## src/rtl/cardinal_nic.sv

```systemverilog
// cardinal_nic: processor-side NIC for one cardinal mesh router port.
// Output queue injects flits under ready/polarity gating; input queue captures router flits.
module cardinal_nic #(
    parameter int DEPTH = 2
) (
    input  logic        clk,
    input  logic        reset,
    input  logic [1:0]  addr,
    input  logic [63:0] d_in,
    output logic [63:0] d_out,
    input  logic        nicEn,
    input  logic        nicWrEn,
    output logic        net_so,
    output logic [63:0] net_do,
    input  logic        net_ro,
    input  logic        net_si,
    input  logic [63:0] net_di,
    output logic        net_ri,
    input  logic        net_polarity
);

    localparam int AW = (DEPTH > 1) ? $clog2(DEPTH) : 1;
    localparam int CW = $clog2(DEPTH) + 1;
    localparam logic [AW-1:0] LAST = AW'(DEPTH - 1);
    localparam logic [CW-1:0] FULL = CW'(DEPTH);

    function automatic logic [AW-1:0] bump(input logic [AW-1:0] p);
        return (p == LAST) ? '0 : p + 1'b1;
    endfunction

    logic [63:0]   in_mem  [DEPTH];
    logic [63:0]   out_mem [DEPTH];
    logic [AW-1:0] in_rd, in_wr, out_rd, out_wr;
    logic [CW-1:0] in_count, out_count;
    logic          overflow;

    logic          rd_en, wr_en;
    logic          in_empty, in_push, in_pop;
    logic          out_full, out_nonempty, out_push, inject;
    logic [63:0]   out_head, rd_data;

    assign rd_en        = nicEn & ~nicWrEn;
    assign wr_en        = nicEn & nicWrEn;
    assign in_empty     = (in_count == '0);
    assign out_full     = (out_count == FULL);
    assign out_nonempty = (out_count != '0);
    assign out_head     = out_mem[out_rd];

    assign net_ri   = reset & (in_count != FULL);
    assign in_push  = net_si & net_ri;
    assign in_pop   = rd_en & (addr == 2'd0) & ~in_empty;
    assign out_push = reset & wr_en & (addr == 2'd2) & ~out_full;

    // net_so in the eligibility term spaces flits so router backpressure can land
    assign inject = out_nonempty & net_ro & ~net_so
                  & (out_head[63] == net_polarity);

    always_comb begin
        rd_data = '0;
        unique case (addr)
            2'd0: rd_data = in_empty ? '0 : in_mem[in_rd];
            2'd1: rd_data = {48'h0, 8'(in_count), 7'h0, ~in_empty};
            2'd3: rd_data = {48'h0, 8'(out_count), 6'h0, overflow, out_full};
            default: rd_data = '0;
        endcase
    end

    always_ff @(posedge clk) begin
        if (in_push)
            in_mem[in_wr] <= net_di;
        if (out_push)
            out_mem[out_wr] <= d_in;
    end

    always_ff @(posedge clk) begin
        if (!reset) begin
            in_rd    <= '0;
            in_wr    <= '0;
            in_count <= '0;
        end else begin
            if (in_push)
                in_wr <= bump(in_wr);
            if (in_pop)
                in_rd <= bump(in_rd);
            in_count <= in_count + CW'(in_push) - CW'(in_pop);
        end
    end

    always_ff @(posedge clk) begin
        if (!reset) begin
            out_rd    <= '0;
            out_wr    <= '0;
            out_count <= '0;
        end else begin
            if (out_push)
                out_wr <= bump(out_wr);
            if (inject)
                out_rd <= bump(out_rd);
            out_count <= out_count + CW'(out_push) - CW'(inject);
        end
    end

    always_ff @(posedge clk) begin
        if (!reset)
            overflow <= 1'b0;
        else if (wr_en && addr == 2'd2 && out_full)
            overflow <= 1'b1;
        else if (wr_en && addr == 2'd3 && d_in[1])
            overflow <= 1'b0;
    end

    always_ff @(posedge clk) begin
        if (!reset) begin
            net_so <= 1'b0;
            net_do <= '0;
            d_out  <= '0;
        end else begin
            net_so <= inject;
            if (inject)
                net_do <= out_head;
            if (rd_en)
                d_out <= rd_data;
        end
    end

endmodule
```

## config.mk

```make
export PLATFORM = sky130hd
export DESIGN_NAME = cardinal_nic
export DESIGN_NICKNAME = d
export VERILOG_FILES = /design/src/rtl/cardinal_nic.sv
export SDC_FILE = /design/constraint.sdc
export NUM_CORES = 1
export LEC_CHECK = 0
export BUFFER_PORTS_ARGS = -buffer_cell sky130_fd_sc_hd__buf_2
export CORE_ASPECT_RATIO = 1.75
export CORE_UTILIZATION = 40
export CTS_CLUSTER_DIAMETER = 150
export DETAILED_ROUTE_END_ITERATION = 10
export HOLD_SLACK_MARGIN = 0.08
export SYNTH_ARGS = -nofsm -noshare
export SYNTH_HDL_FRONTEND = slang
export SYNTH_SLANG_ARGS = --single-unit
```

## constraint.sdc

```tcl
create_clock -name clk -period 4.71 [get_ports clk]
set_input_delay 0.2355 -clock clk [delete_from_list [all_inputs] [get_ports clk]]
set_output_delay 0.2355 -clock clk [all_outputs]
set_load 0.02 [all_outputs]
```

==> key figures <==
Run status
  – Outcome: finished, final reports clean

Finish
  – Seq. cell area: 0.0105 sq mm
  – Nets: 1495
  – Area of the multi-input gates: 0.00371 sq mm
  – Area grow syn2layout: 28.6%
  – Filler cells: 3117
  – Filler-free cell count of the finished design: 1850
  – Layout cells sized above 1: 0.252

STA
  – Relative slew slack: 0.238
  – RSZ-0062 raised after global routing: false
  – Final clock period utilization by the worst path: 0.581
  – Hold Vio Cnt, Final: 0
  – Clock period minus worst slack: 2.74 ns
  – Worst-margin pin slew: 1.14 ns
  – Setup violations, final: 0
  – Max Clk Rate: 0.366 GHz
  – Fin. max-slew vios: 0
  – Fin Setup TNS: 0 ns
  – Post-Route Skew: 0.0182 ns

Clock tree
  – CTS tree: done
  – CTS resizes: 0
  – H-Tree Depth: 2
  – CTS max path bufs: 3
  – CTS Buf Count: 37
  – Later-pin clock latency in the skew report: 0.52 ns
  – Reg clk slew, reported paths: 0.06 ns
  – Hold buffers post-CTS: 129
  – Root buffer cell: clkbuf_16
  – Clock Sink Count: 396
  – Post-CTS setup buffer count: 0

Global route
  – First-pass GRT wire length: 50900 microns
  – Vias in the first global route: 9476
  – Final global-route overflow total: 0
  – Total track usage: 0.176
  – Largest net degree at the start of global routing: 70
  – Initial antenna violation count: 2

Synth
  – Post-Syn Nets: between 1000 and 1500
  – Number of synthesized flops with an enable pin: between 200 and 300
  – Area share of the largest cell type after synthesis: 0.530
  – Most numerous cell in the Yosys netlist: edfxtp_1
  – FFs w/ async S/R, synth: 0
  – Avg Cell Area, Syn: roughly 15 sq um
  – Most used flip-flop cell after synthesis: edfxtp_1
  – Most frequent cells after synthesis: edfxtp_1, dfxtp_1, mux2i_1
  – Mapped Area: ~0.015 sq mm
  – Cell count after synthesis: 980
  – Flops & latches, synth: 396
  – Synth cell types: 44
  – Yosys warns: 0
  – Register area share after synthesis: 0.723
  – Area contributors post-synth: edfxtp_1, dfxtp_1, mux2i_1
  – Yosys top cell by area: edfxtp_1

Worst hold path
  – Min-Delay Path Class: input port to flop

Job
  – Max Cap Violations: 0

Critical path
  – Slowest CP cell: nor2b_4
  – Worst path top cell family by delay: buffers and inverters
  – Critical Setup Path Class: input port to flop
  – CP Data Arrival Time: 2.91 ns
  – Worst Setup Start Kind: input port
  – Req. time, crit path: 4.89 ns
  – Slowest stage delay, CP: between 0.6 and 0.7 ns
  – CP cell instances: dlygate4sd3_1 -> buf_2 -> inv_2 -> nor4b_2 -> nor2b_4 -> buf_4
  – R2R setup slack: 2.09 ns
  – CP Buf/Inv Count: 4
  – CP endpoint kind: flop
  – Critical Path Fanout Max: 26

Floorplanning
  – Core ar.: roughly 0.036 sq mm
  – Starting Density: 0.404
  – # IOs: 267
  – Cell Rows: 92
  – Die area: 0.0371 sq mm
  – Die Y: ~250 microns
  – Die Width: 146 microns

Route
  – Vias per cell: 5.00
  – Post-Route WL: 32900 microns
  – Per-cell routed wire length: between 15 and 20 microns
  – DR iter-0 viols: around 360
  – DRT Pass-1 Iters: 4
  – Vias: 9250
  – Post-route ant nets: 0
  – DRC: 0

Placed design
  – I/O Buffers: 266
  – Gpl congestion: between 0.7 and 0.8
  – DPL Wire Length: 19700 microns
  – DP Cell Count: 1657

Power and ir drop
  – Peak supply drop: 278 uV
  – Power per cell area: 378 mW/mm^2
  – Leak pwr: 0.00744 uW
-- sequential cells by signal (all words and copies together), names as in the netlist, named ones only --
signal and count:
out_mem 128, in_rd 1, in_wr 1, out_count 2, out_rd 1, in_mem 128
d_out 64, net_do 64, overflow 1, in_count 2, out_wr 1, net_so 1
-- per-layer routing --
metal,up-vias,GRT usage,share of wire
met5,-,0,0.00040
met4,2,0.0839,0.039
met3,79,0.0318,0.045
met2,246,0.336,0.55
met1,4510,0.185,0.37
li1,4413,-,-
-- power breakdown --
part	internal, uW	total [uW]	switching, uW
sequential	3770	3800	27.4
combinational	184	411	227
clock	1620	2840	1220
total	5570	7050	1480
-- worst reg2reg max path, cell delays in order (launching register included) --
cell and delay [ns]:
dfxtp_1 0.38, nand2b_1 0.16, nor4b_2 0.59, nor2b_4 0.68, buf_4 0.46
-- cell families (layout without fill, tap and decap cells) --
group           after synthesis  after routing  synth area share
compound gates              144            144            0.0740
xor+xnor                      9              9           0.00647
fa+ha+maj                     3              3           0.00259
buf+inv                      78            477            0.0253
flops                       396            396             0.723
mux                         130            130            0.0909
other cells                   0              1                 0
simple gates                220            220            0.0781
-- worst paths after layout --
path                start        endpoint  cells past startpoint
max                 reset  out_mem[0][10]                      6
max reg2reg  out_count[0]  out_mem[0][10]                      4
min               addr[0]        overflow                      4
min reg2reg     d_out[15]       d_out[15]                      2
-- final cells by class --
| class | count | area share |
|---|---|---|
| clock inverters | 11 | 0.00563 |
| well taps | 470 | 0.0315 |
| inverters | 7 | 0.00141 |
| repair buffers | 407 | 0.145 |
| diodes | 1 | 0.000134 |
| multi-input cells | 506 | 0.199 |
| flip-flops and latches | 396 | 0.562 |
| clock buffers | 52 | 0.0548 |
-- placed cells by master, fill, tap and decap left out, drive strengths merged, types with 6 or more instances in the layout --
cell / instances
dlygate4sd3: 129
nor2: 11
nand3: 65
o211a: 63
dfxtp: 140
clkinv: 8
inv: 8
xnor2: 6
nand2: 63
buf: 278
a21oi: 64
mux2i: 125
clkbuf: 52
or3: 60
edfxtp: 256
-- through the flow --
stage | area, sq um | power (uW) | worst slack, ns | hold slack, ns | utilization
2_1_floorplan | 14500 | 4060 | 0.349 | 0.334 | -
3_3_place_gp | 16200 | 4190 | 2.00 | 0.425 | 0.452
3_5_place_dp | 16200 | 4200 | 1.93 | 0.427 | 0.452
4_1_cts | 18700 | 7150 | 1.97 | 0.101 | 0.520
5_1_grt | 18700 | 7300 | 1.81 | 0.154 | 0.520
6_report | 18700 | 7050 | 1.97 | 0.138 | 0.520
No activity file was read; power rests on OpenSTA's default activity.
